[src/rtl/evict_buffer_pkg.sv]
// Shared LC-3b memory types plus evict-buffer line-address and FSM encodings.
// Optional read forwarding from buffered lines is enabled by defining EVICT_BUFFER_FWD_EN.
package evict_buffer_pkg;

    typedef logic [15:0]  lc3b_word;
    typedef logic [127:0] lc3b_data;
    typedef logic [11:0]  lc3b_line_addr;

    localparam int EVB_LINE_OFFSET = 4;

    // Controller states, also visible on the fsm_state debug port
    localparam logic [1:0] EVB_IDLE  = 2'd0;
    localparam logic [1:0] EVB_DRAIN = 2'd1;
    localparam logic [1:0] EVB_READ  = 2'd2;
    localparam logic [1:0] EVB_RESP  = 2'd3;

    function automatic lc3b_line_addr line_of(input lc3b_word addr);
        return addr[15:EVB_LINE_OFFSET];
    endfunction

endpackage

[src/rtl/evict_buffer_fifo.sv]
// Circular store of evicted lines {line address, data} with head/tail/count.
// With EVICT_BUFFER_FWD_EN defined it also finds the newest entry matching a lookup line.
module evict_buffer_fifo
    import evict_buffer_pkg::*;
#(
    parameter int DEPTH = 2
) (
    input  logic                         clk,
    input  logic                         rst_n,
    input  logic                         push,
    input  lc3b_line_addr                push_addr,
    input  lc3b_data                     push_data,
    input  logic                         pop,
`ifdef EVICT_BUFFER_FWD_EN
    input  lc3b_line_addr                lookup_addr,
    output logic                         hit,
    output lc3b_data                     hit_data,
`endif
    output lc3b_line_addr                head_addr,
    output lc3b_data                     head_data,
    output logic [$clog2(DEPTH+1)-1:0]   count,
    output logic                         full,
    output logic                         empty
);

    localparam int PW = (DEPTH > 1) ? $clog2(DEPTH) : 1;
    localparam int CW = $clog2(DEPTH + 1);

    lc3b_line_addr  addr_mem [DEPTH];
    lc3b_data       data_mem [DEPTH];
    logic [PW-1:0]  head;
    logic [PW-1:0]  tail;

    function automatic logic [PW-1:0] next_ptr(input logic [PW-1:0] p);
        return (p == PW'(DEPTH - 1)) ? '0 : p + 1'b1;
    endfunction

    always_ff @(posedge clk or negedge rst_n) begin
        if (!rst_n) begin
            head  <= '0;
            tail  <= '0;
            count <= '0;
        end else begin
            if (push) tail <= next_ptr(tail);
            if (pop)  head <= next_ptr(head);
            // Simultaneous push and pop leaves the occupancy unchanged
            if (push && !pop)
                count <= count + 1'b1;
            else if (pop && !push)
                count <= count - 1'b1;
        end
    end

    // Line storage carries no reset; validity is defined by head and count
    always_ff @(posedge clk) begin
        if (push) begin
            addr_mem[tail] <= push_addr;
            data_mem[tail] <= push_data;
        end
    end

    assign head_addr = addr_mem[head];
    assign head_data = data_mem[head];
    assign full      = (count == CW'(DEPTH));
    assign empty     = (count == '0);

`ifdef EVICT_BUFFER_FWD_EN
    logic [PW-1:0] scan_idx;

    // Walk oldest to newest so the last match seen is the newest copy of the line
    always_comb begin
        hit      = 1'b0;
        hit_data = '0;
        scan_idx = '0;
        for (int i = 0; i < DEPTH; i++) begin
            scan_idx = PW'((int'(head) + i) % DEPTH);
            if ((i < int'(count)) && (addr_mem[scan_idx] == lookup_addr)) begin
                hit      = 1'b1;
                hit_data = data_mem[scan_idx];
            end
        end
    end
`endif

endmodule

[src/rtl/evict_buffer.sv]
// Write-back evict buffer between an LC-3b cache and physical memory.
// Define EVICT_BUFFER_FWD_EN to serve reads from buffered lines instead of draining first.
module evict_buffer
    import evict_buffer_pkg::*;
#(
    parameter int DEPTH = 2
) (
    input  logic                         clk,
    input  logic                         rst_n,
    input  lc3b_word                     cache_address,
    input  lc3b_data                     cache_wdata,
    output lc3b_data                     cache_rdata,
    input  logic                         cache_read,
    input  logic                         cache_write,
    output logic                         cache_resp,
    output lc3b_word                     pmem_address,
    output lc3b_data                     pmem_wdata,
    output logic                         pmem_read,
    output logic                         pmem_write,
    input  lc3b_data                     pmem_rdata,
    input  logic                         pmem_resp,
    output logic [1:0]                   fsm_state,
    output logic [$clog2(DEPTH+1)-1:0]   count
);

    // Handshake: cache_read/cache_write are held until the one-cycle cache_resp;
    // pmem_read/pmem_write with pmem_address/pmem_wdata are held until pmem_resp.

    logic [1:0]    state;
    logic [1:0]    next_state;
    logic          wr_resp;
    logic          push;
    logic          pop;
    logic          read_req;
    logic          full;
    logic          empty;
    lc3b_line_addr head_addr;
    lc3b_data      head_data;
`ifdef EVICT_BUFFER_FWD_EN
    logic          hit;
    lc3b_data      hit_data;
`endif

    // A write wins over a simultaneous (illegal) read; wr_resp blocks re-enqueue of the held request
    assign read_req = cache_read && !cache_write;
    assign push     = cache_write && !full && !wr_resp;
    assign pop      = (state == EVB_DRAIN) && pmem_resp;

    evict_buffer_fifo #(.DEPTH(DEPTH)) u_fifo (
        .clk         (clk),
        .rst_n       (rst_n),
        .push        (push),
        .push_addr   (line_of(cache_address)),
        .push_data   (cache_wdata),
        .pop         (pop),
`ifdef EVICT_BUFFER_FWD_EN
        .lookup_addr (line_of(cache_address)),
        .hit         (hit),
        .hit_data    (hit_data),
`endif
        .head_addr   (head_addr),
        .head_data   (head_data),
        .count       (count),
        .full        (full),
        .empty       (empty)
    );

    always_comb begin
        next_state = state;
        case (state)
            EVB_IDLE: begin
`ifdef EVICT_BUFFER_FWD_EN
                if (read_req && hit)
                    next_state = EVB_RESP;
                else if (read_req)
                    next_state = EVB_READ;
`else
                if (read_req && empty)
                    next_state = EVB_READ;
`endif
                else if (!empty)
                    next_state = EVB_DRAIN;
            end
            EVB_DRAIN: if (pmem_resp) next_state = EVB_IDLE;
            EVB_READ:  if (pmem_resp) next_state = EVB_RESP;
            default:   next_state = EVB_IDLE;
        endcase
    end

    always_ff @(posedge clk or negedge rst_n) begin
        if (!rst_n) begin
            state   <= EVB_IDLE;
            wr_resp <= 1'b0;
        end else begin
            state   <= next_state;
            wr_resp <= push;
        end
    end

    always_ff @(posedge clk or negedge rst_n) begin
        if (!rst_n)
            cache_rdata <= '0;
        else if ((state == EVB_READ) && pmem_resp)
            cache_rdata <= pmem_rdata;
`ifdef EVICT_BUFFER_FWD_EN
        else if ((state == EVB_IDLE) && read_req && hit)
            cache_rdata <= hit_data;
`endif
    end

    assign pmem_read    = (state == EVB_READ);
    assign pmem_write   = (state == EVB_DRAIN);
    assign pmem_address = (state == EVB_DRAIN) ? {head_addr, {EVB_LINE_OFFSET{1'b0}}} : cache_address;
    assign pmem_wdata   = head_data;
    assign cache_resp   = wr_resp || (state == EVB_RESP);
    assign fsm_state    = state;

endmodule

[config.mk]
export PLATFORM = sky130hd
export DESIGN_NAME = evict_buffer
export DESIGN_NICKNAME = d
export VERILOG_FILES = /design/src/rtl/evict_buffer_pkg.sv /design/src/rtl/evict_buffer_fifo.sv /design/src/rtl/evict_buffer.sv
export SDC_FILE = /design/constraint.sdc
export NUM_CORES = 1
export LEC_CHECK = 0
export CELL_PAD_IN_SITES_DETAIL_PLACEMENT = 0
export CELL_PAD_IN_SITES_GLOBAL_PLACEMENT = 1
export CORE_ASPECT_RATIO = 0.75
export CORE_MARGIN = 1.5
export CORE_UTILIZATION = 37
export CTS_BUF_LIST = sky130_fd_sc_hd__clkbuf_4 sky130_fd_sc_hd__clkbuf_8 sky130_fd_sc_hd__clkbuf_16
export DETAILED_ROUTE_END_ITERATION = 10
export GPL_ROUTABILITY_DRIVEN = 0
export HOLD_SLACK_MARGIN = 0.15
export PLACE_DENSITY_LB_ADDON = 0.1
export RECOVER_POWER = 25
export SLEW_MARGIN = 20
export SYNTH_ARGS = -nofsm -noshare
export SYNTH_HDL_FRONTEND = slang
export SYNTH_SLANG_ARGS = --single-unit
[constraint.sdc]
create_clock -name clk -period 7.9 [get_ports clk]
set_clock_uncertainty 0.05 [all_clocks]
set_input_delay 1.58 -clock clk [delete_from_list [all_inputs] [get_ports clk]]
set_output_delay 1.58 -clock clk [all_outputs]
set_load 0.1 [all_outputs]
==> Word-level counts from Yosys, hierarchy flattened <==
Memories as Yosys holds them, arrays and structs flattened.
Index checks and enable logic that the tools add are counted.
W data, S select, Z words.
{ "word_totals": {"mem_bits_rw": 280, "input_bits": 277, "wordCells": 49, "out_inout_bits": 279, "register_bits": 135, "mem_count": 2} }
{ "classes": {"n_addsub": 4, "n_eq_ne": 7, "n_mux": 12, "reduce_logical": 18} }
{ "mem_list": {"columns": ["name", "depth", "word_bits", "read_ports", "rd_ports_with_merged_regs", "write_ports", "line", "rtl"], "rows": [
  ["u_fifo.data_mem", 2, 128, 1, 0, 1, "evict_buffer_fifo.sv:30", "lc3b_data data_mem [DEPTH];"],
  ["u_fifo.addr_mem", 2, 12, 1, 0, 1, "evict_buffer_fifo.sv:29", "lc3b_line_addr addr_mem [DEPTH];"]
]} }
{ "ops": {"columns": ["operator", "n"], "rows": [
  ["$mux W16", 1],
  ["$mux W2", 6],
  ["$logic_and A1 B1 Y1", 8],
  ["$eq A2 B2 Y1 const B", 3],
  ["$pmux W2 S3", 1],
  ["$logic_not A1 Y1", 5],
  ["$logic_not A2 Y1", 2],
  ["$mux W1", 4],
  ["$ne A2 B1 Y1 const B", 2],
  ["$ne A3 B3 Y1 const B", 1],
  ["$reduce_and A3 Y1", 1],
  ["$add A1 B1 Y1 const B", 2],
  ["$add A2 B1 Y2 const B", 1],
  ["$eq A2 B1 Y1 const B", 1],
  ["$reduce_bool A2 Y1", 1],
  ["$sub A2 B1 Y2 const B", 1],
  ["$logic_or A1 B1 Y1", 1]
]} }

==> Longest topological paths before layout <==
{ "depth": {"word_depth": 8, "depth_mapped": 8, "ltp_nobuf": 7} }

==> By module <==
A second synthesis with hierarchy kept.
{ "unflattened": {"hier_cells": 756, "hier_area_um2": 16355.7} }
{ "by_module_without_submodules": {"columns": ["mod", "area_per_inst_um2", "n_inst", "seq_area_each_um2", "cells_each"], "rows": [
  ["evict_buffer_fifo", 10661.5, 1, 8508.2, 452],
  ["evict_buffer", 5694.2, 1, 3278.1, 304]
]} }

==> Least setup slack after synthesis <==
No wires, ideal clock.
{ "synth_path": {"path_type": "input port to flip-flop", "startpoint": "in cache_write", "endpoint": "mem u_fifo.addr_mem[0][0] in the netlist's numbering (enable)", "setup_ps": 642, "t_required_ps": 7208, "arrival_time_ps": 7537, "slack_ps": -329, "n_path_buf": 0, "path_stages": 2, "path_cell_list": "nand3b_1 > nor2_1"} }
{ "synth_between": {"elab_chain_len": 4} }
{ "synth_lines": {"columns": ["element", "line", "rtl"], "rows": [
  ["from (decl)", "evict_buffer.sv:14", "input logic cache_write,"],
  ["$logic_and A1 B1 Y1 (2 in a row)", "evict_buffer.sv:46", "assign push = cache_write && !full && !wr_resp;"],
  ["$mux W1", "evict_buffer_fifo.sv:56", "if (push) begin"],
  ["$mux W1 (implied by the code)", "evict_buffer_fifo.sv:57", "addr_mem[tail] <= push_addr;"],
  ["to (decl)", "evict_buffer_fifo.sv:29", null]
]} }
No other way between the ends.

==> Worst setup path in the final report <==
{ "layout_path": {"startpoint": "in cache_address[5]", "endpoint": "out pmem_address[5]"} }
{ "layout_between": {"elab_chain_len": 1} }
{ "layout_lines": {"columns": ["element", "line", "rtl"], "rows": [
  ["from (decl)", "evict_buffer.sv:10", "input lc3b_word cache_address,"],
  ["$mux W16", "evict_buffer.sv:113", "assign pmem_address = (state == EVB_DRAIN) ? {head_addr, {EVB_LINE_OFFSET{1'b0}}} : cache_address;"],
  ["to (decl)", "evict_buffer.sv:16", "output lc3b_word pmem_address,"]
]} }
No other way between the ends.

==> results.cfg <==
[flow_run]
maxCapViolations = 1

[critical_path]
crit_buf_inv = 2
max_stage_delay_ns = 1.19
worstSetupStartpointType = input port
crit_chain = clkdlybuf4s50_1 -> nand2_1 -> o21ai_0 -> clkdlybuf4s50_1
crit_family = buffers and inverters
worstSetupEndpoint = pmem_address[5]
worstSetupPathType = in -> out
setup.worst_path.start = cache_address[5]
r2r_start = u_fifo.count[0]$_DFFE_PN0P_
worstPathRequired_ns = 6.27
ff2ff_path_depth = 4
path_depth = 4
reg2reg_slack_ns = 4.94
critPathMaxFanout = 3
cp_slowest_cell = clkdlybuf4s50_1
reg2reg_to = u_fifo.data_mem[0][79]$_DFFE_PP_
cp_common_cell = clkdlybuf4s50_1
crit_arrival_ns = 3.45
cp-end-kind = output port

[clock_tree]
postCtsSetupBuffers = 0
clock_latency_ns = 0.54
clk_pin_slew_ns = 0.06
hold_buffers = 0
cts_tree = yes
cts_buffers = 44
clockBufferDepth = 3
postCtsResizedCells = 0
cts_root_buffer = clkbuf_16
clock_sinks = 415
cts_max_level = 2

[grt]
grt_pass1_vias = 9459
gr-total-overflow = 0
grt_pass1_wl_mm = 63.8
grt_max_degree = 142
grt_util_all_layers_pct = 19.6
antenna_found_initial = 16

[yosys]
ys_warn_count = 0
ys_seq_elements = 415
netlist_area_sq_mm = 0.0158
ys_seq_area_share_pct = 74.6
avgSynthCellArea_sq_um = 20.6
syn_nets = 1046
synth.distinct_cells = 28
syn_inst = 768

[place]
pre_cts_ws_ns = 2.82
numPortBuffers = 555
dpl-instance-area_sq_mm = 0.0218
dp_cells = 1866
hpwl_mm = 31.1

[outcome]
outcome = finished with violations
failed_checks = max-capacitance violations, max-slew violations

[final_layout]
nets = 1622
drive_gt1_share_pct = 24.8
final_common_cell = clkdlybuf4s50_1
final_area_sq_mm = 0.0233
fillers = 3458
layout_common_cells = clkdlybuf4s50_1, edfxtp_1, mux2_2
final_cells = 1954
area_growth_pct = 47.5

[drt]
wl_mm = 43.9
via_per_inst = 4.54
dr.pass1.iters = 6
vias = 8865
drt_iter0_markers = 429
drc_errors = 0
post_drt_wl_per_cell_um = 22.5
ant_nets = 0

[sta]
finalCritPeriodShare_pct = 64.3
period_needed_ns = 5.08
max_freq_mhz = 197
hold_viol = 0
setup_tns_ns = 0
setup-violations-final = 0
slew_headroom_pct = -138
rsz0062_at_grt = false
worst_slew_pin_slew_ns = 3.57
final_max_slew_viol_count = 65
fin_ws_ns = 2.82

[die]
die_h_um = 182
start_util_pct = 37.5
rows = 65
die_w_um = 242
ios = 556
fp.coreArea_sq_mm = 0.0421
dieArea_sq_mm = 0.0440

[hold_path]
hp-class = reg -> reg
[cell families (layout without fill, tap and decap cells)]
| family | count (synthesis) | count (layout) | synth area share (%) |
|---|---|---|---|
| mux | 268 | 268 | 21.4 |
| fa+ha+maj | 1 | 1 | 0.0791 |
| simple gates | 30 | 30 | 0.989 |
| xor+xnor | 5 | 5 | 0.277 |
| other cells | 0 | 8 | 0 |
| flops | 415 | 415 | 74.6 |
| buf+inv | 35 | 644 | 2.22 |
| compound gates | 14 | 14 | 0.475 |
[worst min path at each step]
| stage | startpoint | end | slack, ns | cells past startpoint |
|---|---|---|---|---|
| global placement | cache_rdata[52]$_DFFE_PN0P_ | cache_rdata[52]$_DFFE_PN0P_ | 0.44 | 1 |
| finish | cache_rdata[78]$_DFFE_PN0P_ | cache_rdata[78]$_DFFE_PN0P_ | 0.45 | 1 |
| global route | cache_rdata[120]$_DFFE_PN0P_ | cache_rdata[120]$_DFFE_PN0P_ | 0.47 | 1 |
| CTS | cache_rdata[65]$_DFFE_PN0P_ | cache_rdata[65]$_DFFE_PN0P_ | 0.46 | 1 |
| detailed placement | cache_rdata[51]$_DFFE_PN0P_ | cache_rdata[51]$_DFFE_PN0P_ | 0.44 | 1 |
| floorplan | u_fifo.tail$_DFFE_PN0P_ | u_fifo.tail$_DFFE_PN0P_ | 0.43 | 1 |
[final cells by class]
class | instances | area [sq um] | share of cell area, %
inverter | 2 | 7.51 | 0.0322
clock inverter | 16 | 133 | 0.569
antenna | 8 | 20.0 | 0.0858
timing repair buffer | 563 | 5640 | 24.2
tap | 569 | 712 | 3.05
sequential | 415 | 11800 | 50.6
clock buffer | 63 | 1330 | 5.69
multi-input combinational | 318 | 3690 | 15.8
[metrics by stage]
| step | hold slack, ns | utilization (%) |
|---|---|---|
| finish | 0.454 | 55.4 |
| global placement | 0.439 | 51.8 |
| global route | 0.475 | 55.3 |
| CTS | 0.456 | 55.3 |
| floorplan | 0.428 | - |
| detailed placement | 0.441 | 51.8 |
[state kept, by name, indices dropped and copies added (netlist names)]
register	flops
u_fifo.head	1
fsm_state	2
wr_resp	1
u_fifo.data_mem	256
cache_rdata	128
u_fifo.addr_mem	24
u_fifo.tail	1
u_fifo.count	2
[synth_stat cells]
library cell	n	area share, %
a211oi_1	1	0.048
a21o_1	1	0.048
and2_1	5	0.20
buf_12	10	1.3
buf_2	16	0.51
buf_4	1	0.048
buf_6	3	0.21
buf_8	1	0.095
clkbuf_1	2	0.048
dfrtp_1	135	21
edfxtp_1	280	53
ha_1	1	0.079
inv_1	2	0.048
mux2_2	155	11
mux2_4	101	9.6
mux2i_1	12	0.76
nand2_1	13	0.31
nand2_2	1	0.040
nand2b_1	2	0.079
nand3b_1	1	0.048
nor2_1	4	0.095
nor2b_1	1	0.040
nor2b_4	1	0.087
nor4_1	1	0.040
nor4b_1	1	0.055
o21ai_0	12	0.38
xnor2_1	3	0.17
xor2_1	2	0.11
[metal layers]
metal  global-route usage, %  up-vias  wire (um)
met5                       0        -         44
met4                    6.00        6       1120
met3                    7.82       65       3730
met2                    33.4      308      22000
met1                    22.9     4417      17000
li1                        -     4069          -
Power is left out: the tool's default activity adds up to more than one toggle a clock period on the data nets, which glitch-free logic cannot reach.
